<file path="config.mk">
export PLATFORM = sky130hd
export DESIGN_NAME = pad_mode_sequencer
export DESIGN_NICKNAME = d
export VERILOG_FILES = /design/src/rtl/pad_mode_sequencer.sv
export SDC_FILE = /design/constraint.sdc
export NUM_CORES = 1
export LEC_CHECK = 0
export BUFFER_PORTS_ARGS = -buffer_cell sky130_fd_sc_hd__buf_2
export CORE_MARGIN = 2
export CORE_UTILIZATION = 45
export CTS_CLUSTER_DIAMETER = 100
export DETAILED_ROUTE_END_ITERATION = 10
export PLACE_DENSITY = 0.84
export SYNTH_ARGS = -nofsm -noshare
export SYNTH_HDL_FRONTEND = slang
export SYNTH_SLANG_ARGS = --single-unit
</file>
<file path="constraint.sdc">
create_clock -name clock -period 2.45 [get_ports clock]
set_input_delay 0.245 -clock clock [delete_from_list [all_inputs] [get_ports clock]]
set_output_delay 0.245 -clock clock [all_outputs]
set_load 0.02 [all_outputs]
</file>
<file path="src/rtl/pad_mode_sequencer.sv">
// Staggered pad enable after power-good, then break-before-make digital/analog switching of one pad at a time.
// Optional: `define PAD_SEQ_LOCK_EN rejects analog requests to pads set in LOCK_MASK.
module pad_mode_sequencer #(
    parameter int                  NUM_PADS   = 38,
    parameter int                  GROUP_SIZE = 8,
    parameter int                  STAGGER    = 8,
    parameter int                  SETTLE     = 4,
    parameter logic [NUM_PADS-1:0] LOCK_MASK  = {NUM_PADS{1'b0}}
) (
    input  logic                        clock,
    input  logic                        reset,
    input  logic                        porb,
    input  logic                        req_valid,
    output logic                        req_ready,
    input  logic [$clog2(NUM_PADS)-1:0] req_pad,
    input  logic                        req_analog,
    input  logic [NUM_PADS-1:0]         core_oeb,
    output logic [NUM_PADS-1:0]         pad_enh,
    output logic [NUM_PADS-1:0]         pad_oeb,
    output logic [NUM_PADS-1:0]         pad_inp_dis,
    output logic [NUM_PADS-1:0]         pad_analog_en,
    output logic                        busy,
    output logic                        done,
    output logic                        err
);

    localparam int PW   = $clog2(NUM_PADS);
    localparam int G    = (NUM_PADS + GROUP_SIZE - 1) / GROUP_SIZE;
    localparam int GW   = (G > 1) ? $clog2(G) : 1;
    localparam int CMAX = (STAGGER > 2 * SETTLE) ? STAGGER : 2 * SETTLE;
    localparam int CW   = $clog2(CMAX + 1);

`ifdef PAD_SEQ_LOCK_EN
    localparam logic LOCK_ON = 1'b1;
`else
    localparam logic LOCK_ON = 1'b0;
`endif

    typedef enum logic [2:0] {
        ST_WAIT_POR,
        ST_STAGGER,
        ST_READY,
        ST_ISOLATE,
        ST_SWITCH,
        ST_RELEASE
    } state_t;

    state_t                state_q, state_d;
    logic [GW-1:0]         grp_q, grp_d;
    logic [CW-1:0]         cnt_q, cnt_d;
    logic [PW-1:0]         pad_q, pad_d;
    logic                  tgt_q, tgt_d;
    logic [NUM_PADS-1:0]   enh_q, enh_d;
    logic [NUM_PADS-1:0]   ana_q, ana_d;
    logic                  done_q, done_d;
    logic                  err_q, err_d;

    logic                  req_oor;
    logic                  req_locked;
    logic                  iso_act;
    logic [NUM_PADS-1:0]   iso;

    function automatic logic [NUM_PADS-1:0] group_mask(input logic [GW-1:0] g);
        logic [NUM_PADS-1:0] m;
        m = '0;
        for (int i = 0; i < NUM_PADS; i++) begin
            m[i] = ((i / GROUP_SIZE) == int'(g));
        end
        return m;
    endfunction

    assign req_oor    = (int'(req_pad) >= NUM_PADS);
    assign req_locked = LOCK_ON & req_analog & LOCK_MASK[req_pad];

    always_comb begin
        state_d = state_q;
        grp_d   = grp_q;
        cnt_d   = cnt_q;
        pad_d   = pad_q;
        tgt_d   = tgt_q;
        enh_d   = enh_q;
        ana_d   = ana_q;
        done_d  = 1'b0;
        err_d   = 1'b0;

        // Loss of power-good overrides everything, including a same-cycle handshake.
        if (!porb) begin
            state_d = ST_WAIT_POR;
            grp_d   = '0;
            cnt_d   = '0;
            enh_d   = '0;
            ana_d   = '0;
        end else begin
            case (state_q)
                ST_WAIT_POR: begin
                    state_d = ST_STAGGER;
                    grp_d   = '0;
                    cnt_d   = '0;
                    enh_d   = group_mask('0);
                end
                ST_STAGGER: begin
                    if (grp_q == GW'(G - 1)) begin
                        state_d = ST_READY;
                    end else if (cnt_q == CW'(STAGGER - 1)) begin
                        grp_d = grp_q + 1'b1;
                        cnt_d = '0;
                        enh_d = enh_q | group_mask(grp_q + 1'b1);
                    end else begin
                        cnt_d = cnt_q + 1'b1;
                    end
                end
                ST_READY: begin
                    if (req_valid) begin
                        if (req_oor || req_locked) begin
                            done_d = 1'b1;
                            err_d  = 1'b1;
                        end else if (req_analog == ana_q[req_pad]) begin
                            done_d = 1'b1;
                        end else begin
                            state_d = ST_ISOLATE;
                            pad_d   = req_pad;
                            tgt_d   = req_analog;
                            cnt_d   = '0;
                        end
                    end
                end
                ST_ISOLATE: begin
                    cnt_d = cnt_q + 1'b1;
                    if (cnt_q == CW'(SETTLE - 1)) begin
                        state_d      = ST_SWITCH;
                        ana_d[pad_q] = tgt_q;
                    end
                end
                ST_SWITCH, ST_RELEASE: begin
                    // One counter spans the whole isolation window so SETTLE=1 needs no special case.
                    if (cnt_q == CW'(2 * SETTLE - 1)) begin
                        state_d = ST_READY;
                        cnt_d   = '0;
                        done_d  = 1'b1;
                    end else begin
                        state_d = ST_RELEASE;
                        cnt_d   = cnt_q + 1'b1;
                    end
                end
                default: begin
                    state_d = ST_WAIT_POR;
                    enh_d   = '0;
                    ana_d   = '0;
                end
            endcase
        end
    end

    always_ff @(posedge clock) begin
        if (reset) begin
            state_q <= ST_WAIT_POR;
            grp_q   <= '0;
            cnt_q   <= '0;
            pad_q   <= '0;
            tgt_q   <= 1'b0;
            enh_q   <= '0;
            ana_q   <= '0;
            done_q  <= 1'b0;
            err_q   <= 1'b0;
        end else begin
            state_q <= state_d;
            grp_q   <= grp_d;
            cnt_q   <= cnt_d;
            pad_q   <= pad_d;
            tgt_q   <= tgt_d;
            enh_q   <= enh_d;
            ana_q   <= ana_d;
            done_q  <= done_d;
            err_q   <= err_d;
        end
    end

    always_comb begin
        iso_act = (state_q == ST_ISOLATE) || (state_q == ST_SWITCH) || (state_q == ST_RELEASE);
        iso     = '0;
        for (int i = 0; i < NUM_PADS; i++) begin
            iso[i] = iso_act && (int'(pad_q) == i);
        end
    end

    assign pad_enh       = enh_q;
    assign pad_analog_en = ana_q;
    assign pad_oeb       = core_oeb | iso | ~enh_q | ana_q;
    assign pad_inp_dis   = iso | ~enh_q | ana_q;
    assign req_ready     = (state_q == ST_READY);
    assign busy          = (state_q != ST_READY);
    assign done          = done_q;
    assign err           = err_q;

endmodule

</file>
Word-level counts from Yosys, hierarchy flattened

Index checks and enable logic that the tools add are counted.

Memories kept: 0
Register bits: 95
Bits in writable memories: 0
Bits in latches: 0
Output and inout bits: 156
Input bits: 49
Bits in read-only memories: 0

Shift operators: 0
Mux-type cells: 32
Div/mod/pow operators: 0
Equal/unequal tests: 58
Order comparisons: 4
Multipliers: 0
Reductions and logical operators: 57
Bitwise logic cells: 14
Add/sub/neg operators: 2

Operator list:

| cell                                                                         | count |
|---|---|
| 38-bit OR                                                                    | 6 |
| 6-bit == test, second input constant                                         | 22 |
| 38-bit 2-to-1 mux                                                            | 3 |
| 38-bit case mux with 3 select lines                                          | 1 |
| 38-bit case mux with 2 select lines                                          | 1 |
| 6-bit by 5-bit == test with 1-bit output, second input constant              | 8 |
| 1-bit logical AND                                                            | 39 |
| 38-bit bitwise mux                                                           | 1 |
| 38-bit NOT                                                                   | 1 |
| 6-bit by 4-bit == test with 1-bit output, second input constant              | 4 |
| 3-bit 2-to-1 mux                                                             | 8 |
| 4-bit 2-to-1 mux                                                             | 5 |
| 4-bit case mux with 5 select lines                                           | 1 |
| 3-bit case mux with 5 select lines                                           | 1 |
| 5-bit AND reduction                                                          | 3 |
| 6-bit by 7-bit less-than comparator with 1-bit output, second input constant | 2 |
| 2-bit inequality test, second input constant                                 | 7 |
| 6-bit by 3-bit == test with 1-bit output, second input constant              | 2 |
| 3-bit == test, first input constant                                          | 3 |
| 3-bit == test, second input constant                                         | 3 |
| 4-bit OR reduction                                                           | 2 |
| 1-bit 2-to-1 mux                                                             | 7 |
| 1-bit NOT                                                                    | 7 |
| 1-bit binary-select mux with 6-bit select                                    | 1 |
| other kinds (24)                                                             | 29 |

Longest topological paths before layout

Depth in word-level cells: 7
Mapped depth: 10

Worst setup path before layout

OpenSTA, ideal clock, no wires.

Kind: reg2reg
Start point: register ana_q[31], in the netlist pad_analog_en[31]
End point: register pad_q[2]
Required time: 2.325 ns
Period minus slack after synthesis: 2.333 ns
Slack: 0.117 ns
Stages on the path, launching flop included: 9
Arrival time: 2.208 ns
Cell sequence: dfxtp_1 > mux2i_1 > and3_1 > o41ai_2 > a41oi_2 > or4_4 > o211ai_4 > mux2i_1 > nor2_1

Longest elaborated chain between the ends: 5

RTL lines:

| what                                      | line | text |
|---|---|---|
| start: declaration                        | 54   | `logic [NUM_PADS-1:0] ana_q, ana_d;` |
| start signal: assignment                  | 172  | `ana_q <= ana_d;` |
| 1-bit binary-select mux with 6-bit select | 117  | `end else if (req_analog == ana_q[req_pad]) begin` |
| 1-bit 2-to-1 mux (implied by the code)    | 117  |  |
| 1-bit == test                             | 117  |  |
| 1-bit NOT (no line)                       | --   |  |
| 5-bit AND reduction (no line)             | --   |  |
| end signal: assignment                    | 169  | `pad_q <= pad_d;` |
| end: declaration                          | 51   | `logic [PW-1:0] pad_q, pad_d;` |

No other way between the ends. The select of a mux whose other input is x is not followed.
A chain may end at the register's enable or synchronous reset.

Worst setup path after layout

Start point: register ana_q[29], in the netlist pad_analog_en[29]
End point: register pad_q[0]

The elaborated chain is that of the path after synthesis.

==> metrics.txt <==
status finished with violations; failing checks setup timing; RSZ-0062 raised after global routing true; placeable core area 10940 um2; worst vdd ir 0.3212 mV; top achievable clock speed 406.9 MHz; WL/cell 16.70 um; area post-placement 6361 um2; post-synthesis cell type count 53; crit-path max cell delay 540 ps; GRT Util Overall 25.13%; Metal-1 WL 6309 um; top_reg_cell synth dfxtp_1; Final Max Tran Viols 0; Die Height 110.5 um; largest net degree at the start of global routing 41; post-synthesis simple-gate area fraction 27.81%; Sequential Area 1907 um2; DRT iter0 DRCs 479; share of post-route cells with drive strength above 1 37.73%; Critical Path Fanout Max 7; CP Buf/Inv Count 0; TritonCTS buffer count 9; Critical Path End Type register; # IOs 205; top routing layer used met4; Switching Share 25.46%; diodes inserted 0; P per Cell Area 501.0 nW/um2; Comb pwr share 11.9%; setup TNS -7.532 ps; layout filler cell count 982; slowest CP cell or4_4; mux contribution to synthesized area 7.204%; clock power share 40.8%; Worst EP arrival 2680 ps; met3 wire len 1572 um; Rel. slew slack 63.21%; met2 routed WL 7772 um; Finish-stage setup viols 1; Sw Pwr 0.0008554 W; commonest non-fill, non-tap cell in the layout buf_2; Mean Syn Cell Area 8.330 um2; Compound-Gate Fraction of Synth Area 19.97%; sequential-to-total area share from yosys stat 37.25%; critical path depth 8; synth warn 0; Clk Latency, worst-skew pair 340 ps; antenna violations before repair 0; Critical Path, Cell by Cell mux2i_1 > and3_1 > o41ai_2 > a41oi_2 > or4_4 > o211ai_4 > mux2i_1 > nor2_1; leakage 2.737 nW; #FFs+latches synth 95; full die area 12210 um2; Final min period 2458 ps; Setup Skew 6.596 ps; Int Power 0.002504 W; TritonCTS clock tree yes; Post-Synthesis Cells 613; Remaining Overflow, GRT 0; clk sinks 95; final core utilization 61.32%; max cap viols 0; Port Buf Inserts 204; highest-count cells in the layout ignoring fill and taps buf_2, nor2_1, dfxtp_1; multi-input logic area 3015 um2; Reg clk slew, reported paths 70 ps; post-synthesis adder-cell area fraction 2.450%; worst-case reg-to-reg path depth 8; vias in the first global route 5069; drt total wl 16020 um; number of flops mapped to enable cells by yosys 0; DR vias/cell 5.692; syn nets 672; area added between synthesis and finish 31.32%; final hold vios 0; DRC viols 0; Initial Util 46.69%; final worst slack -7.532 ps; post-route cell area 6705 um2; Synth Cell Area 5106 um2; CP delay by family, top simple AND/OR/NAND/NOR gates; CTS Hold Buffers Added 0; clk buf depth 2; hold depth 2; Final Power 0.003359 W; clk root buf clkbuf_16; Startpoint Class register; first-pass GRT wire length 25370 um; CTS H-tree lvls 3; sequential fraction of design power 47.3%; drt pass-1 iters 5; Die Wd 110.5 um; most used cell along the critical path mux2i_1; Post-DRT Antenna Nets 0; ys async rst share 0%; Final period util 100.3%; Setup CP Type reg -> reg; Setup WS pre-CTS -188.1 ps; post-DP HPWL 11270 um; routed vias 5459; Synth Area in XOR/XNOR 0.6861%; worst hold path class in -> reg; worst-margin pin slew 550.5 ps; Required @ worst endpoint 2670 ps; RePlAce Congestion 0.9003; Rows 38; largest family of logic cells by synthesized area simple AND/OR/NAND/NOR gates; Final nets 875
[power by group through the flow]
stage / Sequential [W] / Clock (W) / Combinational, W
after global placement: 0.00162 / 0 / 0.000381
final: 0.00159 / 0.00137 / 0.000399
after CTS: 0.00159 / 0.00138 / 0.000392
after global routing: 0.00159 / 0.00144 / 0.000428
after floorplan: 0.00165 / 0 / 0.000221
after detailed placement: 0.00162 / 0 / 0.000387
[per-layer routing]
| metal | up-vias | global-route usage [%] |
|---|---|---|
| li1 | 2555 | - |
| met1 | 2568 | 30.72 |
| met2 | 294 | 43.48 |
| met3 | 42 | 6.970 |
| met4 | 0 | 6.750 |
| met5 | - | 0 |
[logic make-up after synthesis]
| family | after synthesis |
|---|---|
| flip-flops | 95 |
| adder cells (fa/ha/maj) | 10 |
| AO/OA/AOI/OAI | 147 |
| XOR/XNOR | 4 |
| multiplexers | 23 |
| AND/OR/NAND/NOR | 279 |
| buffers and inverters | 55 |
[path summary, 6_finish.rpt]
kind | startpoint | end | slack [ps]
max reg2reg | pad_analog_en[29] | pad_q[0] | -8
min | reset | pad_q[1] | 210
max | pad_analog_en[29] | pad_q[0] | -8
min reg2reg | pad_enh[5] | pad_enh[5] | 470
[registers in the layout, summed over array words and instances, names as in the netlist]
signal and count:
pad_enh 38, pad_q 6, err 1, tgt_q 1, state_q 3, grp_q 3
pad_analog_en 38, cnt_q 4, done 1
[cell usage after synthesis, types with 3 or more instances]
master    instances  area, um2
a21o_1            8      60.06
a21oi_1           8      40.04
a22oi_1          39      292.8
and2_1            3      18.77
and3_1            5      31.28
buf_1             4      15.01
clkbuf_1         32      120.1
dfxtp_1          95       1902
ha_1             10      125.1
inv_1            12      45.04
mux2i_1          12      120.1
mux4_1            6      157.7
mux4_2            3      67.56
nand2_1          57      214.0
nand2b_1          5      31.28
nand3_1           8      40.04
nand3b_1         44      330.3
nor2_1           98      367.9
nor3_1            4      20.02
o21a_1           30      225.2
o21ai_0          44      220.2
o22ai_1           3      18.77
or2_2            39      244.0
or3_1             3      18.77
or3b_2            3      26.28
xnor2_1           3      26.28
[repair_timing]
item | CTS | global route
buffers inserted | 0 | 2
endpoints found under the setup margin | 70 | 49
resized for setup | 1 | 6
gates cloned | 1 | 0
pin swaps | 1 | 5
[per-stage QoR]
step                      std cells  hold slack [ps]
after global placement          942            452.8
after floorplan                 613            392.3
after detailed placement        942            461.3
final                           959            207.3
after global routing            959            203.9
after CTS                       957            192.7
[area by class of cell]
class,instances,share of cell area (%)
multi-input combinational,464,44.97
sequential,95,28.44
timing repair buffer,234,19.15
inverter,12,0.6718
tap,140,2.612
clock inverter,3,0.6904
clock buffer,11,3.471
Note: power is estimated with default switching activity, not from simulation.
